==> src/rtl/two_bit_down_counter.sv <==
// Loadable down counter with a three-state FSM (IDLE / RUN / EMPTY).
// Define DOWN_COUNTER_WRAP_EN to make a step in EMPTY wrap to all-ones and resume RUN.
module two_bit_down_counter #(
   parameter int unsigned WIDTH = 2
) (
   input  logic             clk,
   input  logic             rst_n,
   input  logic             load_valid,
   input  logic [WIDTH-1:0] load_val,
   output logic             load_ready,
   input  logic             step,
   output logic [WIDTH-1:0] count,
   output logic             busy,
   output logic             done,
   output logic             borrow
);

   typedef enum logic [1:0] {
      IDLE  = 2'd0,
      RUN   = 2'd1,
      EMPTY = 2'd2
   } state_t;

   state_t           r_state;
   logic [WIDTH-1:0] r_count;
   logic             r_done;
   logic             r_borrow;
   logic             w_load;

   assign load_ready = (r_state != RUN);
   assign busy       = (r_state == RUN);
   assign w_load     = load_valid && load_ready;
   assign count      = r_count;
   assign done       = r_done;
   assign borrow     = r_borrow;

   always_ff @(posedge clk) begin
      if (!rst_n) begin
         r_state  <= IDLE;
         r_count  <= '0;
         r_done   <= 1'b0;
         r_borrow <= 1'b0;
      end else begin
         r_done   <= 1'b0;
         r_borrow <= 1'b0;
         // A load always wins over a step in the same cycle; RUN never accepts one.
         if (w_load) begin
            r_count <= load_val;
            r_state <= (load_val == '0) ? EMPTY : RUN;
         end else begin
            case (r_state)
               RUN: begin
                  if (step) begin
                     r_count <= r_count - 1'b1;
                     if (r_count == WIDTH'(1)) begin
                        r_state <= EMPTY;
                        r_done  <= 1'b1;
                     end
                  end
               end
               EMPTY: begin
                  if (step) begin
                     r_borrow <= 1'b1;
`ifdef DOWN_COUNTER_WRAP_EN
                     r_count  <= '1;
                     r_state  <= RUN;
`else
                     r_count  <= '0;
`endif
                  end
               end
               default: ;
            endcase
         end
      end
   end

endmodule
==> config.mk <==
export PLATFORM = sky130hd
export DESIGN_NAME = two_bit_down_counter
export DESIGN_NICKNAME = d
export VERILOG_FILES = /design/src/rtl/two_bit_down_counter.sv
export SDC_FILE = /design/constraint.sdc
export NUM_CORES = 1
export LEC_CHECK = 0
export CORE_AREA = 5 5 42 44
export DETAILED_ROUTE_END_ITERATION = 16
export DIE_AREA = 0 0 47 49
export RECOVER_POWER = 25
export SKIP_LAST_GASP = 1
export SLEW_MARGIN = 20
export SYNTH_ARGS = -nofsm -noshare
export SYNTH_HDL_FRONTEND = slang
export SYNTH_SLANG_ARGS = --single-unit
==> constraint.sdc <==
create_clock -name clk -period 1.07 [get_ports clk]
set_input_delay 0.2675 -clock clk [delete_from_list [all_inputs] [get_ports clk]]
set_output_delay 0.2675 -clock clk [all_outputs]
set_load 0.02 [all_outputs]
==> Word-level counts from Yosys, hierarchy flattened <==
Index checks and enable logic that the tools add are counted.
{ "word_totals": {"register_bits": 6, "output_inout_bits": 6, "inputBits": 6} }
{ "op_classes": {"n_eq_ne": 6, "n_mux": 11, "add_sub_neg": 1, "reduce_logical": 10, "bitwise_logic": 4} }
{ "op_table": {"columns": ["operator", "n"], "rows": [
  ["2-to-1 mux 2 bit", 8],
  ["AND reduction 3 bit", 2],
  ["nonzero test 2 bit", 3],
  ["equality test 2 x 1 -> 1 bit, second input constant", 2],
  ["inverter 1 bit", 4],
  ["case mux 2 bit (2 select lines)", 1],
  ["OR reduction 4 bit", 1],
  ["inequality test 3 x 2 -> 1 bit, second input constant", 1],
  ["inequality test 3 bit, second input constant", 1],
  ["nonzero test 3 bit", 1],
  ["OR reduction 3 bit", 1],
  ["equality test 2 bit, second input constant", 1],
  ["logical NOT 2 bit", 1],
  ["2-to-1 mux 1 bit", 2],
  ["inequality test 2 x 1 -> 1 bit, second input constant", 1],
  ["subtractor 2 x 1 -> 2 bit, second input constant", 1],
  ["logical AND 1 bit", 1]
]} }

==> Longest topological paths before layout <==
{ "logic_depth": {"depth_word": 5, "depth_mapped": 4, "mapped_depth_nobuf": 4} }

==> Worst setup path after synthesis <==
Ideal clock, no wire load.
{ "synth_timing": {"path_kind": "reg2reg", "from": "register r_count[1], in the netlist count[1]", "to": "register r_count[1], in the netlist count[1]", "path_stages_with_launch": 5, "arrival_ns": 1.090, "n_path_buf": 0, "t_required_ns": 0.954, "setup_slack_ns": -0.136, "cell_sequence": "dfxtp_1 -> inv_1 -> ha_1 -> a21o_1 -> a41o_1"} }
{ "synth_between": {"elab_chain_len": 4} }
{ "synth_rtl": {"columns": ["item", "line_no", "text"], "rows": [
  ["start, declared", "25", "logic [WIDTH-1:0] r_count;"],
  ["start signal, assigned", "48", "r_count <= load_val;"],
  ["start signal, assigned", "54", "r_count <= r_count - 1'b1;"],
  ["subtractor 2 x 1 -> 2 bit", "54", null],
  ["2-to-1 mux 2 bit", "53", "if (step) begin"],
  ["case mux 2 bit (2 select lines)", "51", "case (r_state)"],
  ["2-to-1 mux 2 bit", "47", "if (w_load) begin"]
]} }
Every way passes these cells. The select of a mux whose other input is x is not followed.
A chain may end at the register's enable or synchronous reset.

==> Worst setup path in the final report <==
{ "layout_timing": {"from": "register r_state[1]", "to": "register r_count[1], in the netlist count[1]"} }
{ "layout_between": {"elab_chain_len": 4} }
{ "layout_rtl": {"columns": ["item", "line_no", "text"], "rows": [
  ["start, declared", "24", "state_t r_state;"],
  ["start signal, assigned", "49", "r_state <= (load_val == '0) ? EMPTY : RUN;"],
  ["inequality test 2 x 1 -> 1 bit", "30", "assign load_ready = (r_state != RUN);"],
  ["logical AND 1 bit", "32", "assign w_load = load_valid && load_ready;"],
  ["inequality test 3 bit (no source line) (tied with other cells)", null, null],
  ["AND reduction 3 bit (no source line)", null, null]
]} }
Parallel ways exist; a longest one is shown, timed or not.

==> flow_summary.json <==
{
  "outcome": "finished with violations",
  "violations": "negative setup slack",
  "chipWidth_um": 47,
  "place_inst": 67,
  "grt_start_max_net_pins": 11,
  "post-route-drc-count": 0,
  "p_total_uw": 694,
  "synth_area_leaders": "dfxtp_1, inv_1, nand2b_4",
  "period_minus_slack_ps": 1140,
  "dpl-instance-area_um2": 503,
  "timing.rr.start": "r_state[1]",
  "drt_wl_total_um": 869,
  "final_nets": 69,
  "core_area_mm2": 0.00140,
  "grt.total_usage_pct": 8.80,
  "numCtsBuffers": 3,
  "startpoint_type": "register",
  "drive_above_1_share_pct": 49.2,
  "worst_slack_ps": -67.7,
  "die-area_mm2": 0.00230,
  "worst_setup_path_end_kind": "register",
  "path_cells": "buf_6 -> buf_4 -> xor2_1 -> a221oi_1 -> a41o_1",
  "viasPerCell": 4.60,
  "path_clk_slew_ps": 50,
  "area_growth_pct": 64.5,
  "firstDrtPassIters": 2,
  "startpoint": "r_state[1]",
  "ys_seq_area_share_pct": 34.4,
  "cts_tree": "done",
  "required_ps": 1260,
  "path_class": "register to register",
  "finalNonFillerCells": 77,
  "grt_pass1_vias": 341,
  "p_leak_nw": 0.278,
  "hold_class": "input pin to register",
  "design_area_um2": 574,
  "finalMaxSlewViolations": 0,
  "clockBufferDepth": 2,
  "gp_congestion": 0.728,
  "cts_root_buf": "clkbuf_4",
  "rows": 14,
  "wl_per_cell_um": 11.3,
  "syn_area_per_cell_um2": 9.19,
  "netlist_area_um2": 349,
  "r2r_setup_slack_ps": -70,
  "finalSetupTns_ps": -298,
  "clock_sinks": 6,
  "yosys.area.top_type": "dfxtp_1",
  "ys_types": 27,
  "io_pins": 12,
  "synthCells": 38,
  "antenna_found_initial": 0,
  "layout_commonest_cell": "buf_4",
  "yosys.area.top_type_share_pct": 34.4,
  "final_cell_mix": "buf_4, buf_2, buf_6",
  "power_density_mw_per_mm2": 1210,
  "endpoint": "count[1]",
  "cp_max_fo": 5,
  "yosysWarnings": 0,
  "cap_viol_max_count": 0,
  "grt_first_pass_wirelength_mm": 1.39,
  "final_util_pct": 41.0,
  "rsz0062_at_grt": "yes",
  "synth-seq-cells": 6,
  "relSlewSlack_pct": 77.8,
  "tightest_slew_ps": 333,
  "synth_edf_count": 0,
  "setup_viol_count_final": 6,
  "cp.arrival_ps": 1330,
  "peakVddDrop_v": 0.000565,
  "max_stage_delay_ps": 310,
  "synth_ff_type": "dfxtp_1",
  "fin_crit_sh_pct": 106,
  "die_height_um": 49,
  "cts-htree-levels": 1,
  "fin_skew_ps": 8.21,
  "rr_worst_depth": 5,
  "fmax_mhz": 879,
  "hold_violations": 0,
  "clk_latency_ps": 250,
  "fill_cells": 160,
  "diodes": 0,
  "syn_nets": 45,
  "vias": 354,
  "antenna_left": 0,
  "grt_overflow": 0,
  "async_reset_ff_share_pct": 0,
  "r2r-end": "count[1]",
  "port_buffers": 11,
  "drt_iter0_drc": 2,
  "slowest_stage": "dfxtp_2",
  "whs_ps": 520,
  "place_ws_ps": -441,
  "start_util_pct": 24.9
}
-- worst max-delay path: cells and delay by family (launching register included) --
kind	cells	cell delay, ps
buffers and inverters	2	250
XOR/XNOR	1	150
flip-flops	1	310
AO/OA/AOI/OAI	2	370
-- power by group --
part           internal [mW]  total [mW]  switching [mW]
clock network          0.142       0.231          0.0891
logic                  0.115       0.208          0.0930
registers              0.243       0.255          0.0124
total                  0.500       0.694           0.195
-- worst min path at each step --
stage / end / startpoint / cells after the start / slack, ps
3_5_place_dp: count[0] / count[0] / 3 / 580
6_report: count[0] / step / 4 / 520
5_1_grt: count[0] / step / 4 / 540
2_1_floorplan: borrow / rst_n / 1 / 390
3_3_place_gp: count[0] / count[0] / 3 / 580
4_1_cts: count[0] / count[0] / 3 / 600
-- synthesized netlist by cell type (all sizes together), types with 2 or more instances --
cell type  count
a21oi          2
buf            2
dfxtp          6
inv            4
nand2          3
nand2b         2
-- sequential cells by signal (all words and copies together) (netlist names) --
signal and count:
borrow 1, r_state 2, done 1, count 2
-- layer usage --
metal / vias up / share of wire (%) / GRT usage [%]
li1: 181 / - / -
met1: 160 / 44 / 9.65
met2: 11 / 46 / 12.4
met3: 2 / 7.4 / 4.06
met4: 0 / 2.0 / 6.91
met5: - / 0 / 0
-- cell type report --
class / instances / area (µm²) / share of cell area, %
flip-flops and latches: 6 / 128 / 22.2
multi-input cells: 26 / 209 / 36.4
clock buffers: 4 / 26.3 / 4.58
well taps: 16 / 20.0 / 3.49
inverters: 4 / 15.0 / 2.61
repair buffers: 21 / 176 / 30.7
-- repair_timing --
action | 4_1_cts | 5_1_grt
setup endpoints to repair | 11 | 7
buffers inserted | 3 | 3
pin swaps | 4 | 2
hold buffers | 0 | 0
gates resized for setup | 31 | 4
-- kinds of logic (layout without fill, tap and decap cells) --
kind of cell | after synthesis | after routing | share of synthesized area [%]
compound gates | 11 | 11 | 24.7
fa+ha+maj | 1 | 1 | 3.58
buf+inv | 6 | 29 | 7.88
xor+xnor | 1 | 1 | 2.51
simple gates | 12 | 12 | 24.0
mux | 1 | 1 | 2.87
flops | 6 | 6 | 34.4
Power figures use the tool's default switching activity.
